## src/rtl/instr_fetch_decode_pkg.sv

```systemverilog
// Shared types for the Tomasulo front end: decoded control word, op class,
// fetch FSM states and RV32I opcode constants.
package tomasula_types;

  localparam logic [31:0] RESET_PC_DEFAULT = 32'h4000_0060;
  localparam logic [31:0] NOP_INSTR        = 32'h0000_0013;

  localparam logic [6:0] OPC_OP     = 7'b0110011;
  localparam logic [6:0] OPC_OP_IMM = 7'b0010011;
  localparam logic [6:0] OPC_LOAD   = 7'b0000011;
  localparam logic [6:0] OPC_STORE  = 7'b0100011;
  localparam logic [6:0] OPC_BRANCH = 7'b1100011;
  localparam logic [6:0] OPC_JAL    = 7'b1101111;
  localparam logic [6:0] OPC_JALR   = 7'b1100111;
  localparam logic [6:0] OPC_LUI    = 7'b0110111;
  localparam logic [6:0] OPC_AUIPC  = 7'b0010111;

  typedef enum logic [2:0] {
    ALU   = 3'd0,
    LD    = 3'd1,
    ST    = 3'd2,
    BR    = 3'd3,
    JAL   = 3'd4,
    JALR  = 3'd5,
    LUI   = 3'd6,
    AUIPC = 3'd7
  } op_t;

  typedef enum logic [1:0] {
    FETCH = 2'd0,
    ISSUE = 2'd1,
    DRAIN = 2'd2
  } fetch_state_t;

  typedef struct packed {
    op_t         op;
    logic [2:0]  funct3;
    logic [6:0]  funct7;
    logic [4:0]  rd;
    logic [4:0]  src1_reg;
    logic [4:0]  src2_reg;
    logic [31:0] imm;
    logic [31:0] pc;
  } ctl_word;

endpackage

```

## src/rtl/iq_2_ir.sv

```systemverilog
// Handshake between the fetch/decode stage (IR side) and the instruction queue.
interface IQ_2_IR;
  import tomasula_types::*;

  logic    ld_iq;
  ctl_word control_word;
  logic    ack_o;
  logic    issue_q_full_n;

  modport IR_SIG (output ld_iq, control_word, input ack_o, issue_q_full_n);
  modport IQ_SIG (input ld_iq, control_word, output ack_o, issue_q_full_n);
endinterface

```

## src/rtl/instr_fetch_decode_rv32i_decoder.sv

```systemverilog
// Purely combinational RV32I decoder: instruction word plus its PC to ctl_word.
module rv32i_decoder
  import tomasula_types::*;
(
  input  logic [31:0] instr,
  input  logic [31:0] pc,
  output ctl_word     ctl
);

  logic [6:0]  opcode_s;
  logic [31:0] imm_i_s;
  logic [31:0] imm_s_s;
  logic [31:0] imm_b_s;
  logic [31:0] imm_u_s;
  logic [31:0] imm_j_s;

  assign opcode_s = instr[6:0];
  assign imm_i_s  = {{20{instr[31]}}, instr[31:20]};
  assign imm_s_s  = {{20{instr[31]}}, instr[31:25], instr[11:7]};
  assign imm_b_s  = {{19{instr[31]}}, instr[31], instr[7], instr[30:25], instr[11:8], 1'b0};
  assign imm_u_s  = {instr[31:12], 12'h000};
  assign imm_j_s  = {{11{instr[31]}}, instr[31], instr[19:12], instr[20], instr[30:21], 1'b0};

  // Field extraction with per-format zeroing of unused register fields.
  always_comb begin
    ctl.op       = ALU;
    ctl.funct3   = instr[14:12];
    ctl.funct7   = instr[31:25];
    ctl.rd       = instr[11:7];
    ctl.src1_reg = instr[19:15];
    ctl.src2_reg = instr[24:20];
    ctl.imm      = 32'h0000_0000;
    ctl.pc       = pc;
    case (opcode_s)
      OPC_OP: begin
        ctl.op = ALU;
      end
      OPC_OP_IMM: begin
        ctl.op       = ALU;
        ctl.src2_reg = 5'd0;
        ctl.imm      = imm_i_s;
      end
      OPC_LOAD: begin
        ctl.op       = LD;
        ctl.src2_reg = 5'd0;
        ctl.imm      = imm_i_s;
      end
      OPC_STORE: begin
        ctl.op  = ST;
        ctl.rd  = 5'd0;
        ctl.imm = imm_s_s;
      end
      OPC_BRANCH: begin
        ctl.op  = BR;
        ctl.rd  = 5'd0;
        ctl.imm = imm_b_s;
      end
      OPC_JAL: begin
        ctl.op       = JAL;
        ctl.src1_reg = 5'd0;
        ctl.src2_reg = 5'd0;
        ctl.imm      = imm_j_s;
      end
      OPC_JALR: begin
        ctl.op       = JALR;
        ctl.src2_reg = 5'd0;
        ctl.imm      = imm_i_s;
      end
      OPC_LUI: begin
        ctl.op       = LUI;
        ctl.src1_reg = 5'd0;
        ctl.src2_reg = 5'd0;
        ctl.imm      = imm_u_s;
      end
      OPC_AUIPC: begin
        ctl.op       = AUIPC;
        ctl.src1_reg = 5'd0;
        ctl.src2_reg = 5'd0;
        ctl.imm      = imm_u_s;
      end
      default: begin
        // Unknown opcodes become a harmless ALU op writing x0.
        ctl.op = ALU;
        ctl.rd = 5'd0;
      end
    endcase
  end

endmodule

```

## src/rtl/instr_fetch_decode.sv

```systemverilog
// Fetch/decode front end: owns the fetch PC, fetches one instruction at a
// time and offers its decode to the instruction queue.
module instr_fetch_decode
  import tomasula_types::*;
#(
  parameter logic [31:0] RESET_PC = RESET_PC_DEFAULT
) (
  input  logic        clk,
  input  logic        rst,
  output logic [31:0] imem_address,
  output logic        imem_read,
  input  logic        imem_resp,
  input  logic [31:0] imem_rdata,
  input  logic        redirect,
  input  logic [31:0] redirect_pc,
  IQ_2_IR.IR_SIG      iq_ir_itf
);

  fetch_state_t state_r, state_next_s;
  logic [31:0]  pc_r, pc_next_s;
  logic [31:0]  pend_pc_r, pend_pc_next_s;
  logic [31:0]  ir_r, ir_next_s;
  ctl_word      decoded_s;

  // State, PC, pending redirect target and instruction register.
  always_ff @(posedge clk) begin
    if (rst) begin
      state_r   <= FETCH;
      pc_r      <= RESET_PC;
      pend_pc_r <= 32'h0000_0000;
      ir_r      <= NOP_INSTR;
    end else begin
      state_r   <= state_next_s;
      pc_r      <= pc_next_s;
      pend_pc_r <= pend_pc_next_s;
      ir_r      <= ir_next_s;
    end
  end

  // Next-state logic; redirect always beats a same-cycle fetch or enqueue.
  always_comb begin
    state_next_s   = state_r;
    pc_next_s      = pc_r;
    pend_pc_next_s = pend_pc_r;
    ir_next_s      = ir_r;
    case (state_r)
      FETCH: begin
        if (imem_resp && redirect) begin
          pc_next_s = redirect_pc;
        end else if (imem_resp) begin
          ir_next_s    = imem_rdata;
          state_next_s = ISSUE;
        end else if (redirect) begin
          pend_pc_next_s = redirect_pc;
          state_next_s   = DRAIN;
        end else begin
          state_next_s = FETCH;
        end
      end
      DRAIN: begin
        // The outstanding read must complete on the old address before refetching.
        if (imem_resp) begin
          pc_next_s    = redirect ? redirect_pc : pend_pc_r;
          state_next_s = FETCH;
        end else if (redirect) begin
          pend_pc_next_s = redirect_pc;
        end else begin
          state_next_s = DRAIN;
        end
      end
      ISSUE: begin
        if (redirect) begin
          pc_next_s    = redirect_pc;
          state_next_s = FETCH;
        end else if (iq_ir_itf.ack_o) begin
          pc_next_s    = pc_r + 32'd4;
          state_next_s = FETCH;
        end else begin
          state_next_s = ISSUE;
        end
      end
      default: begin
        state_next_s = FETCH;
      end
    endcase
  end

  rv32i_decoder u_decoder (
    .instr (ir_r),
    .pc    (pc_r),
    .ctl   (decoded_s)
  );

  assign imem_address           = pc_r;
  assign imem_read              = (state_r == FETCH) || (state_r == DRAIN);
  assign iq_ir_itf.ld_iq        = (state_r == ISSUE);
  assign iq_ir_itf.control_word = decoded_s;

endmodule

```

## src/flat_wrapper.sv

```systemverilog
// flat-port wrapper written by rule: the top's interface ports become plain ports
module instr_fetch_decode_flat import tomasula_types::*;
#(
  parameter logic [31:0] RESET_PC = RESET_PC_DEFAULT
)
  (clk, rst, imem_address, imem_read, imem_resp, imem_rdata, redirect, redirect_pc, iq_ir_itf_ld_iq, iq_ir_itf_control_word, iq_ir_itf_ack_o, iq_ir_itf_issue_q_full_n);
  IQ_2_IR iq_ir_itf_i ();
  input  logic clk;
  input  logic rst;
  output logic [31:0] imem_address;
  output logic imem_read;
  input  logic imem_resp;
  input  logic [31:0] imem_rdata;
  input  logic redirect;
  input  logic [31:0] redirect_pc;
  output wire logic [$bits(iq_ir_itf_i.ld_iq)-1:0] iq_ir_itf_ld_iq;
  output wire logic [$bits(iq_ir_itf_i.control_word)-1:0] iq_ir_itf_control_word;
  input wire logic [$bits(iq_ir_itf_i.ack_o)-1:0] iq_ir_itf_ack_o;
  input wire logic [$bits(iq_ir_itf_i.issue_q_full_n)-1:0] iq_ir_itf_issue_q_full_n;
  assign iq_ir_itf_ld_iq = iq_ir_itf_i.ld_iq;
  assign iq_ir_itf_control_word = iq_ir_itf_i.control_word;
  assign iq_ir_itf_i.ack_o = iq_ir_itf_ack_o;
  assign iq_ir_itf_i.issue_q_full_n = iq_ir_itf_issue_q_full_n;
  instr_fetch_decode #(.RESET_PC(RESET_PC)) u_core (.clk(clk), .rst(rst), .imem_address(imem_address), .imem_read(imem_read), .imem_resp(imem_resp), .imem_rdata(imem_rdata), .redirect(redirect), .redirect_pc(redirect_pc), .iq_ir_itf(iq_ir_itf_i));
endmodule
```

## config.mk

```make
export PLATFORM = sky130hd
export DESIGN_NAME = instr_fetch_decode_flat
export DESIGN_NICKNAME = d
export VERILOG_FILES = /design/src/rtl/instr_fetch_decode_pkg.sv /design/src/rtl/iq_2_ir.sv /design/src/rtl/instr_fetch_decode_rv32i_decoder.sv /design/src/rtl/instr_fetch_decode.sv /design/src/flat_wrapper.sv
export SDC_FILE = /design/constraint.sdc
export NUM_CORES = 1
export LEC_CHECK = 0
export CORE_MARGIN = 1
export CORE_UTILIZATION = 43
export DETAILED_ROUTE_END_ITERATION = 7
export PLACE_DENSITY = 0.78
export SLEW_MARGIN = 30
export SYNTH_ARGS = -nofsm -noshare
export SYNTH_HDL_FRONTEND = slang
export SYNTH_HIERARCHICAL = 1
export SYNTH_SLANG_ARGS = --single-unit
```

## constraint.sdc

```tcl
create_clock -name clk -period 2.07 [get_ports clk]
set_input_delay 0.5175 -clock clk [delete_from_list [all_inputs] [get_ports clk]]
set_output_delay 0.5175 -clock clk [all_outputs]
set_load 0.01 [all_outputs]
```

==> summary.txt, run 1 <==
Finish
  • Final nets: between 1000 and 1500
  • Register Area: ~0.002 mm²
  • Share of cells above drive strength 1: between 20% and 30%
  • Area Overhead vs Synth: 53.9%
  • Final-layout fill cell count: 1094
  • Antenna cells: 0
  • Core Util, Final: between 60% and 70%
  • Multi-input logic area: 0.00368 mm²

Synthesis
  • Cell with the most instances after synthesis: nand2_1
  • Largest family of logic cells by synthesized area: simple AND/OR/NAND/NOR gates
  • Register area share after synthesis: between 30% and 40%
  • Post-synth net total: around 880
  • Synth top cells by count: nand2_1 (163), dfxtp_1 (98), a21oi_1 (72)
  • Synth unique cells: 76
  • Post-synthesis mux area share: ~1.4%
  • Area contributors post-synth: dfxtp_1 (32%), nand2_1 (9.9%), a21oi_1 (5.9%), buf_4 (5.4%), nor2_1 (2.8%)
  • Post-synth top area cell: dfxtp_1
  • Synth Flop Type: dfxtp_1
  • Simple-gate share of the synthesized area: ~28%
  • Yosys Warn Count: 6
  • Synth Area in Compound Gates: between 20% and 30%
  • Post-Synthesis Cells: 804
  • Seq cells post-synth: slightly below 100
  • Synth top area share: 31.9%
  • Post-Synth Adder-Cell Area: 1.02%
  • Post-synth EDFFs: 0
  • XOR/XNOR share of the synthesized area: under 10%
  • Post-Syn Area per Cell: around 7.7 µm²
  • Mapped cell area: between 0.006 and 0.007 mm²
  • Async SR Flop Fraction: 0%

Min path
  • Hold path startpoint: u_core/pend_pc_r[28]$_SDFFE_PP0P_
  • Worst hold-check path type: reg2reg

Place
  • Minimum setup slack after placement: -0.507 ns
  • RD Place Congestion: ~0.93
  • Hpwl dp: approximately 14000 µm
  • PortBufs: ~190

Die
  • Starting density of the core: between 40 and 50%
  • Die Area: ~0.015 mm²
  • Core Box Area: roughly 0.014 mm²
  • DIE HEIGHT: approximately 120 µm
  • Die span in x: 122 µm
  • IO Pins: a little under 200
  • Row count: 43

Flow run
  • Max-cap violations: 0

STA
  • Final hold vios: 0
  • Hold WS: 0.457 ns
  • Worst slew pin tran: between 0.5 and 0.6 ns
  • Final setup violation count: 50
  • RSZ-0062 raised after global routing: true
  • Fin worst setup slack: -0.325 ns
  • Final Critical Period: 2.39 ns
  • Worst Skew: slightly below 0.007 ns
  • F_max: approximately 0.42 GHz
  • Max_slew headroom: between 60 and 70%
  • Final slew viol count: 0
  • Setup TNS: -11.26 ns
  • Tcrit/Tclk final: 116%

Pwr
  • P per Cell Area: 638 mW/mm²
  • Switching Share: about a third
  • Total power: 6.04 mW
  • Static Leak: 3.95 nW
  • Clock share of power: around 28%
  • NetSw: between 1.5 and 2 mW
  • Internal power: 4.13 mW
  • Sequential power share: a little over a third
  • Max VDD drop: between 0.4 and 0.5 mV
  • Logic pwr share: 36.2%

Critical path
  • Critical Path AT: 1.88 ns
  • Crit. Startpoint: u_core/ir_r[3]$_SDFFE_PP0P_
  • Req. time, crit path: ~1.6 ns
  • Critical Path Start Type: flop
  • Crit Reg-Reg Startpoint: u_core/state_r[0]$_SDFFE_PP0P_
  • Crit end category: output pin
  • Crit-path max FO: 4
  • WS Path Type: reg2out

Drt
  • Vias per Instance: ~5.6
  • Total number of vias: around 7100
  • 1st-iter DRT viols: 573
  • Post-route ant nets: 0
  • Pre-antenna DRT Iters: 5
  • Routed len/inst: approximately 17 µm
  • Routed WL: roughly 21000 µm
  • DRC: 0

GRT
  • Vias in the first global route: 6468
  • Initial antenna violation count: 0
  • Total GRT Usage: around 27%
  • Grt total ovfl: 0
  • Largest net degree at the start of global routing: 36
  • First-pass GRT wire length: 32100 µm

Clock tree
  • Total CTS buffers: 9
  • CTS tree: yes
  • Longest Clk Path Bufs: 2
  • Total number of H-tree levels: 3
  • Clk sinks: 98
  • CTS root buffer: clkbuf_16
  • Reg clk slew, reported paths: 0.07 ns
  • Worst-Skew Late Latency: 0.36 ns

Status
  • Failing checks: setup timing
  • Status: complete, but fails checks
-- kinds of logic after synthesis --
logic type	Yosys count
simple gates	344
compound gates	225
buf+inv	116
flops	98
xor+xnor	8
mux	8
fa+ha+maj	5
-- timing repair --
action,4_1_cts,5_1_grt
cloned,1,1
pin swaps,27,20
buffers inserted,35,9
hold buffers,0,0
resized for setup,281,44
setup endpoints to repair,77,76
-- cell usage in the layout, fill, tap and decap left out, types with 8 or more instances in the layout --
master           count
nand2_1            160
clkdlybuf4s50_1    139
buf_4              123
dfxtp_1             89
a21oi_1             70
nor2_1              42
buf_6               41
buf_2               33
nand3_1             31
o21ai_0             29
a21o_1              20
a31oi_1             19
and2_4              16
a22o_1              16
nor3_1              15
inv_1               12
clkbuf_16           10
a221oi_1            10
buf_12               9
a31o_2               8
a32o_1               8
-- sequential cells by signal (all words and copies together) (netlist names) --
signal,count
u_core/ir_r,32
u_core/state_r,2
u_core/pend_pc_r,32
u_core/imem_address,32
-- per-layer routing --
metal	vias to the layer above	global-route usage, %	routed length [µm]
li1	3350	-	-
met1	3330	32.6	8460
met2	336	49.3	10400
met3	35	4.31	1810
met4	0	10.6	490
met5	-	0	0
-- cell type report --
cell class / instances / share of cell area (%)
sequential: 98 / 21.0
timing repair buffer: 353 / 34.1
multi-input combinational: 591 / 38.9
clock buffer: 10 / 2.42
inverter: 15 / 0.621
clock inverter: 5 / 0.594
tap: 180 / 2.38
-- path summary, 6_finish.rpt --
check                                         endpoint  slack, ns  cells past startpoint
hold reg to reg      u_core/pend_pc_r[28]$_SDFFE_PP0P_       0.46                      2
setup reg to reg  u_core/imem_address[24]$_SDFFE_PP0P_       0.08                     10
setup / recovery            iq_ir_itf_control_word[55]      -0.32                      8
hold / removal       u_core/pend_pc_r[28]$_SDFFE_PP0P_       0.46                      2
-- power groups by stage --
stage	clock (mW)	sequential, mW	combinational [mW]
floorplan	0	2.25	0.959
global placement	0	2.21	1.94
detailed placement	0	2.22	1.96
CTS	1.70	2.18	2.08
global route	1.77	2.21	2.33
finish	1.67	2.19	2.18
-- critical path, cell delays in order (launching register included) --
cell       delay, ns
dfxtp_4         0.37
nand4bb_4       0.24
buf_6           0.14
o22ai_4         0.16
and2_4          0.19
buf_6           0.10
buf_6           0.10
a21o_1          0.09
buf_2           0.13
-- stage by stage --
stage,instance area (µm²),cells
floorplan,6160,804
global placement,8650,1192
global route,9470,1252
finish,9470,1252
CTS,9250,1243
detailed placement,8650,1192
No activity file was read; power rests on OpenSTA's default activity.
==> run 2, diff against run 1 <==
CTS_CLUSTER_DIAMETER = 80   (was not set)
==> results of run 2 <==
Final layout, timing and power as in run 1 (identical DEF).
